===== config.mk =====
export PLATFORM = sky130hd
export DESIGN_NAME = uart_rx_frame
export DESIGN_NICKNAME = d
export VERILOG_FILES = /design/src/rtl/uart_pkg.sv /design/src/rtl/uart_rx_byte.sv /design/src/rtl/uart_rx_frame.sv
export SDC_FILE = /design/constraint.sdc
export NUM_CORES = 1
export LEC_CHECK = 0
export CAP_MARGIN = 30
export CORE_AREA = 2 2 122 124
export DETAILED_ROUTE_END_ITERATION = 8
export DIE_AREA = 0 0 124 126
export SYNTH_ARGS = -nofsm -noshare
export SYNTH_HDL_FRONTEND = slang
export SYNTH_HIERARCHICAL = 1
export SYNTH_SLANG_ARGS = --single-unit

===== constraint.sdc =====
create_clock -name SYS_CLK -period 3.6 [get_ports SYS_CLK]
set_clock_uncertainty 0.15 [all_clocks]
set_input_delay 0.72 -clock SYS_CLK [delete_from_list [all_inputs] [get_ports SYS_CLK]]
set_output_delay 0.72 -clock SYS_CLK [all_outputs]
set_load 0.005 [all_outputs]

===== src/rtl/uart_pkg.sv =====
// Constants and helpers shared by the UART receiver and transmitter.
package uart_pkg;

  localparam int unsigned BAUD_CNT_END_DFLT = 78;
  localparam logic [7:0]  CMD_DFLT          = 8'h01;
  localparam int unsigned TIMEOUT_MULT      = 20;

  typedef enum logic [1:0] {
    R_IDLE  = 2'd0,
    R_START = 2'd1,
    R_DATA  = 2'd2,
    R_STOP  = 2'd3
  } rx_state_e;

  // Expected frame: CMD, ~CMD, D0, D1, ~CMD, CMD; the payload steps accept anything.
  function automatic logic step_match(input logic [2:0] step, input logic [7:0] b,
                                      input logic [7:0] cmd);
    case (step)
      3'd0, 3'd5: return b == cmd;
      3'd1, 3'd4: return b == ~cmd;
      default:    return 1'b1;
    endcase
  endfunction

endpackage


===== src/rtl/uart_rx_byte.sv =====
// 8N1 byte receiver: 2-flop synchroniser, baud counter and byte FSM.
// state   | meaning
// R_IDLE  | line idle, counter held at 0, waiting for a falling edge
// R_START | checking the start bit at mid-bit (high sample = glitch)
// R_DATA  | sampling 8 data bits LSB first
// R_STOP  | sampling the stop bit, then back to idle
module uart_rx_byte
  import uart_pkg::*;
#(
  parameter int unsigned BAUD_CNT_END = BAUD_CNT_END_DFLT
) (
  input  logic       clk_i,
  input  logic       rst_ni,
  input  logic       rxd_i,
  output logic       byte_valid_o,
  output logic       byte_err_o,
  output logic [7:0] byte_data_o,
  output logic       rx_idle_o,
  output logic       rx_fall_o
);

  localparam logic [15:0] MID_CNT  = 16'(BAUD_CNT_END / 2);
  localparam logic [15:0] WRAP_CNT = 16'(BAUD_CNT_END - 1);

  logic        rxd_s1_q, rxd_s2_q, rxd_prev_q;
  rx_state_e   state_q, state_d;
  logic [15:0] cnt_q, cnt_d;
  logic [2:0]  bit_q, bit_d;
  logic [7:0]  shift_q, shift_d;
  logic        valid_q, valid_d;
  logic        err_q, err_d;
  logic        fall, mid;

  assign fall = rxd_prev_q & ~rxd_s2_q;
  assign mid  = (cnt_q == MID_CNT);

  always_comb begin
    state_d = state_q;
    bit_d   = bit_q;
    shift_d = shift_q;
    valid_d = 1'b0;
    err_d   = 1'b0;
    if (state_q == R_IDLE)      cnt_d = '0;
    else if (cnt_q == WRAP_CNT) cnt_d = '0;
    else                        cnt_d = cnt_q + 16'd1;

    case (state_q)
      R_IDLE:  if (fall) state_d = R_START;
      R_START: if (mid) begin
        state_d = rxd_s2_q ? R_IDLE : R_DATA;
        bit_d   = '0;
      end
      R_DATA:  if (mid) begin
        shift_d = {rxd_s2_q, shift_q[7:1]};
        bit_d   = bit_q + 3'd1;
        if (bit_q == 3'd7) state_d = R_STOP;
      end
      R_STOP:  if (mid) begin
        state_d = R_IDLE;
        valid_d = rxd_s2_q;
        err_d   = ~rxd_s2_q;
      end
      default: state_d = R_IDLE;
    endcase
  end

  always_ff @(posedge clk_i or negedge rst_ni) begin
    if (!rst_ni) begin
      rxd_s1_q   <= 1'b1;
      rxd_s2_q   <= 1'b1;
      rxd_prev_q <= 1'b1;
      state_q    <= R_IDLE;
      cnt_q      <= '0;
      bit_q      <= '0;
      shift_q    <= '0;
      valid_q    <= 1'b0;
      err_q      <= 1'b0;
    end else begin
      rxd_s1_q   <= rxd_i;
      rxd_s2_q   <= rxd_s1_q;
      rxd_prev_q <= rxd_s2_q;
      state_q    <= state_d;
      cnt_q      <= cnt_d;
      bit_q      <= bit_d;
      shift_q    <= shift_d;
      valid_q    <= valid_d;
      err_q      <= err_d;
    end
  end

  assign byte_valid_o = valid_q;
  assign byte_err_o   = err_q;
  assign byte_data_o  = shift_q;
  assign rx_idle_o    = (state_q == R_IDLE);
  assign rx_fall_o    = fall;

endmodule


===== src/rtl/uart_rx_frame.sv =====
// Frame parser for CMD,~CMD,D0,D1,~CMD,CMD; writes D0 then D1 into the FIFO
// only once the whole frame verifies, with an inter-byte timeout.
module uart_rx_frame
  import uart_pkg::*;
#(
  parameter int unsigned BAUD_CNT_END = BAUD_CNT_END_DFLT,
  parameter logic [7:0]  CMD          = CMD_DFLT
) (
  input  logic       SYS_CLK,
  input  logic       RST_N,
  input  logic       RXD,
  input  logic       WRFULL,
  output logic [7:0] DATA_OUT,
  output logic       WRREQ,
  output logic       WRCLK,
  output logic       FRAME_OK,
  output logic       FRAME_ERR
);

  localparam logic [15:0] TMO_LIMIT = 16'(TIMEOUT_MULT * BAUD_CNT_END);

  logic        byte_valid, byte_err, rx_idle, rx_fall;
  logic [7:0]  byte_data;
  logic [2:0]  step_q, step_d;
  logic [7:0]  d0_q, d0_d, d1_q, d1_d;
  logic [15:0] tmo_q, tmo_d;
  logic        wr2_q, wr2_d;
  logic        wrreq_q, wrreq_d;
  logic [7:0]  dout_q, dout_d;
  logic        ok_q, ok_d;
  logic        err_q, err_d;

  uart_rx_byte #(.BAUD_CNT_END(BAUD_CNT_END)) u_rx_byte (
    .clk_i        (SYS_CLK),
    .rst_ni       (RST_N),
    .rxd_i        (RXD),
    .byte_valid_o (byte_valid),
    .byte_err_o   (byte_err),
    .byte_data_o  (byte_data),
    .rx_idle_o    (rx_idle),
    .rx_fall_o    (rx_fall)
  );

  always_comb begin
    step_d  = step_q;
    d0_d    = d0_q;
    d1_d    = d1_q;
    wr2_d   = 1'b0;
    wrreq_d = 1'b0;
    dout_d  = dout_q;
    ok_d    = 1'b0;
    err_d   = 1'b0;

    if (wr2_q) begin
      wrreq_d = 1'b1;
      dout_d  = d1_q;
    end

    if (step_q == 3'd0 || rx_fall) tmo_d = '0;
    else if (rx_idle)              tmo_d = tmo_q + 16'd1;
    else                           tmo_d = tmo_q;

    if (byte_err) begin
      err_d  = 1'b1;
      step_d = '0;
      d0_d   = '0;
      d1_d   = '0;
    end else if (byte_valid) begin
      if (step_match(step_q, byte_data, CMD)) begin
        if (step_q == 3'd2) d0_d = byte_data;
        if (step_q == 3'd3) d1_d = byte_data;
        if (step_q == 3'd5) begin
          step_d = '0;
          if (WRFULL) begin
            err_d = 1'b1;
          end else begin
            ok_d    = 1'b1;
            wrreq_d = 1'b1;
            dout_d  = d0_q;
            wr2_d   = 1'b1;
          end
        end else begin
          step_d = step_q + 3'd1;
        end
      end else begin
        // A stray CMD byte may be the header of the next frame.
        if (step_q != 3'd0) begin
          err_d = 1'b1;
          d0_d  = '0;
          d1_d  = '0;
        end
        step_d = (byte_data == CMD) ? 3'd1 : 3'd0;
      end
    end else if (tmo_d == TMO_LIMIT) begin
      err_d  = 1'b1;
      step_d = '0;
      tmo_d  = '0;
      d0_d   = '0;
      d1_d   = '0;
    end
  end

  always_ff @(posedge SYS_CLK or negedge RST_N) begin
    if (!RST_N) begin
      step_q  <= '0;
      d0_q    <= '0;
      d1_q    <= '0;
      tmo_q   <= '0;
      wr2_q   <= 1'b0;
      wrreq_q <= 1'b0;
      dout_q  <= '0;
      ok_q    <= 1'b0;
      err_q   <= 1'b0;
    end else begin
      step_q  <= step_d;
      d0_q    <= d0_d;
      d1_q    <= d1_d;
      tmo_q   <= tmo_d;
      wr2_q   <= wr2_d;
      wrreq_q <= wrreq_d;
      dout_q  <= dout_d;
      ok_q    <= ok_d;
      err_q   <= err_d;
    end
  end

  assign DATA_OUT  = dout_q;
  assign WRREQ     = wrreq_q;
  assign WRCLK     = ~SYS_CLK;
  assign FRAME_OK  = ok_q;
  assign FRAME_ERR = err_q;

endmodule

==> metrics.md <==
| Metric | Value |
|---|---|
| Post-DP Area | 0.00458 sq mm |
| Die Wd | 124 um |
| Post-route ant nets | 0 |
| Post-CTS setup buffer count | 0 |
| Synth Cell Area | 0.00422 sq mm |
| Endpoints failing setup | 0 |
| Synth unique cells | 60 |
| Status | complete, no violations |
| GRT Total Usage | 0.117 |
| Wire length per cell | 13.8 um |
| CTS root buffer | clkbuf_16 |
| # diodes | 0 |
| Maximum vdd drop | 0.228 mV |
| Fin area | 0.00487 sq mm |
| Die height | 126 um |
| CTS buffer count | 9 |
| Largest net degree at the start of global routing | 43 |
| Clock-pin slew on the worst setup and hold paths | 0.06 ns |
| Area leader, netlist | dfrtp_1 |
| Synth warnings | 6 |
| Startpoint Class | clock port |
| Layout cell share with drive strength beyond 1 | 0.160 |
| Slew Limit Headroom | 0.511 |
| Starting Density | 0.294 |
| LEAKAGE | 1.89 nW |
| Synth area leaders | dfrtp_1, o2bb2ai_2, nor2_1 |
| Commonest non-fill, non-tap cell in the layout | dfrtp_1 |
| Vias post-DR | 3006 |
| Critical path's slowest cell | clkdlybuf4s50_1 |
| Critical Path, Cell by Cell | clkbuf_16, clkbuf_16, inv_1, clkdlybuf4s50_1 |
| RSZ-0062 raised after global routing | no |
| Initial antenna violation count | 0 |
| Syn Area/Cell | 10.7 sq um |
| Post-DP HPWL | 5620 um |
| Slew @ Worst Pin | 0.732 ns |
| Worst Path Arrival | 2.67 ns |
| Crit-path most repeated cell | clkbuf_16 |
| Area delta synth->final | 15.5% |
| Iter 0 DRT Violations | 232 |
| CTS tree | built |
| Vias in the first global route | 2962 |
| Post-synth net total | 405 |
| Max cap viols | 0 |
| Most frequent cells in the layout | dfrtp_1, nor2_1, xnor2_1 |
| Clk_lat worst skew | 0.34 ns |
| Worst min path class | primary input to async pin |
| H-tree levels | 3 |
| Top_reg_cell synth | dfrtp_1 |
| Final wirelength | 8230 um |
| Final nets | 419 |
| Seq/Total Area, Yosys | 0.476 |
| CP required | 2.73 ns |
| Hold Buf Count CTS | 0 |
| First-pass detailed-route iteration total | 4 |
| Fin. Hold Viols | 0 |
| Rows | 44 |
| Crit. End Element | output port |
| Post-synthesis register bit count | 80 |
| Kind of critical path | clock port to output port |
| Clock tree buffer depth | 2 |
| Total congestion overflow | 0 |
| Fin Setup TNS | 0 ns |
| Post_cts resized | 0 |
| Gpl congestion | 0.813 |
| Port Buffers | 15 |
| Max stage delay on crit path | 0.48 ns |
| Max Slew Vio Count | 0 |
| Async SR Flop Fraction | 1.00 |
| Number of I/O pins | 16 |
| Total core area | 0.0143 sq mm |
| First-pass GRT wire length | 14500 um |
| Die area | 0.0156 sq mm |
| Post-synth EDFFs | 0 |
| Synth top area share | 0.457 |
| Pwr Density | 446 mW/mm^2 |
| Cells after Synth | 395 |
| Vias per inst | 5.04 |
| Crit Path Max Fanout | 11 |
| Residual DRC count | 0 |
==> path summary, 6_finish.rpt <==
| kind | startpoint | endpoint | slack, ns | cells after the start |
|---|---|---|---|---|
| max in group asynchronous | RST_N | u_rx_byte/byte_data_o[7] | 2.50 | 2 |
| hold / removal | RST_N | u_rx_byte/byte_data_o[1] | 0.21 | 1 |
| min in group SYS_CLK | u_rx_byte/rxd_s1_q | u_rx_byte/rxd_s2_q | 0.21 | 0 |
| setup / recovery | SYS_CLK | WRCLK | 0.06 | 4 |
| hold reg to reg | u_rx_byte/rxd_s1_q | u_rx_byte/rxd_s2_q | 0.21 | 0 |
| setup reg to reg | u_rx_byte/state_q[0] | step_q[2] | 0.33 | 9 |
==> Yosys cell counts (3+ instances only) <==
library cell   n
dfrtp_1       77
nor2_1        54
xnor2_1       20
o2bb2ai_2     18
a22oi_1       16
nand2_1       16
a21oi_1       13
inv_1         12
nand3_1       12
nor3_1        11
nand4_1       10
mux2_2         9
mux2i_1        9
xor2_1         9
clkbuf_1       8
nor4_1         8
buf_2          7
ha_1           6
nor2b_1        6
o21ai_0        6
a211oi_1       5
buf_1          4
a31oi_1        3
and2_1         3
and3_1         3
dfstp_2        3
o41ai_1        3
==> layout make-up <==
class,count,area (sq um)
clock buffers,11,239
inverters,11,41.3
clock inverters,6,61.3
well taps,184,230
flip-flops and latches,80,2010
multi-input cells,282,2060
repair buffers,23,230
fillers,1459,9440
==> routing by layer <==
| layer | vias to the layer above | share of wire | GRT usage |
|---|---|---|---|
| met5 | - | 0 | 0 |
| met4 | 0 | 0.014 | 0.0522 |
| met3 | 5 | 0.026 | 0.0254 |
| met2 | 44 | 0.47 | 0.174 |
| met1 | 1484 | 0.49 | 0.162 |
| li1 | 1473 | - | - |
==> stage by stage <==
step	util	worst slack [ns]	hold WS, ns	total power [mW]	std cells
after floorplan	-	0.736	0.195	1.20	395
after global placement	0.319	0.425	0.197	1.28	581
after detailed placement	0.320	0.320	0.199	1.29	582
after CTS	0.340	0.0392	0.208	2.20	597
after global routing	0.340	0.0230	0.213	2.29	597
final	0.340	0.0555	0.205	2.17	597
==> worst max-delay path: cells and delay by family <==
kind                   cells  cell delay [ns]
buffers and inverters      4             0.86
==> cells by family (layout without fill, tap and decap cells) <==
group	Yosys count	count (layout)	share of synthesized area
compound gates	82	82	0.172
fa+ha+maj	7	7	0.0202
mux	18	18	0.0454
buf+inv	33	51	0.0350
xor+xnor	29	29	0.0603
simple gates	146	146	0.191
flops	80	80	0.476
==> sequential cells by signal, summed over array words and instances (netlist names), named ones only <==
| name | count |
|---|---|
| DATA_OUT | 8 |
| FRAME_ERR | 1 |
| FRAME_OK | 1 |
| WRREQ | 1 |
| d0_q | 8 |
| d1_q | 8 |
| step_q | 3 |
| tmo_q | 16 |
| u_rx_byte/bit_q | 3 |
| u_rx_byte/byte_data_o | 8 |
| u_rx_byte/byte_err_o | 1 |
| u_rx_byte/byte_valid_o | 1 |
| u_rx_byte/cnt_q | 16 |
| u_rx_byte/rxd_prev_q | 1 |
| u_rx_byte/rxd_s1_q | 1 |
| u_rx_byte/rxd_s2_q | 1 |
| u_rx_byte/state_q | 1 |
==> report_power, final <==
part | internal (mW) | total [mW] | switching, mW
logic | 0.0941 | 0.227 | 0.133
clock network | 0.553 | 0.924 | 0.371
registers | 0.948 | 1.02 | 0.0718
total | 1.59 | 2.17 | 0.576
Power figures use the tool's default switching activity.
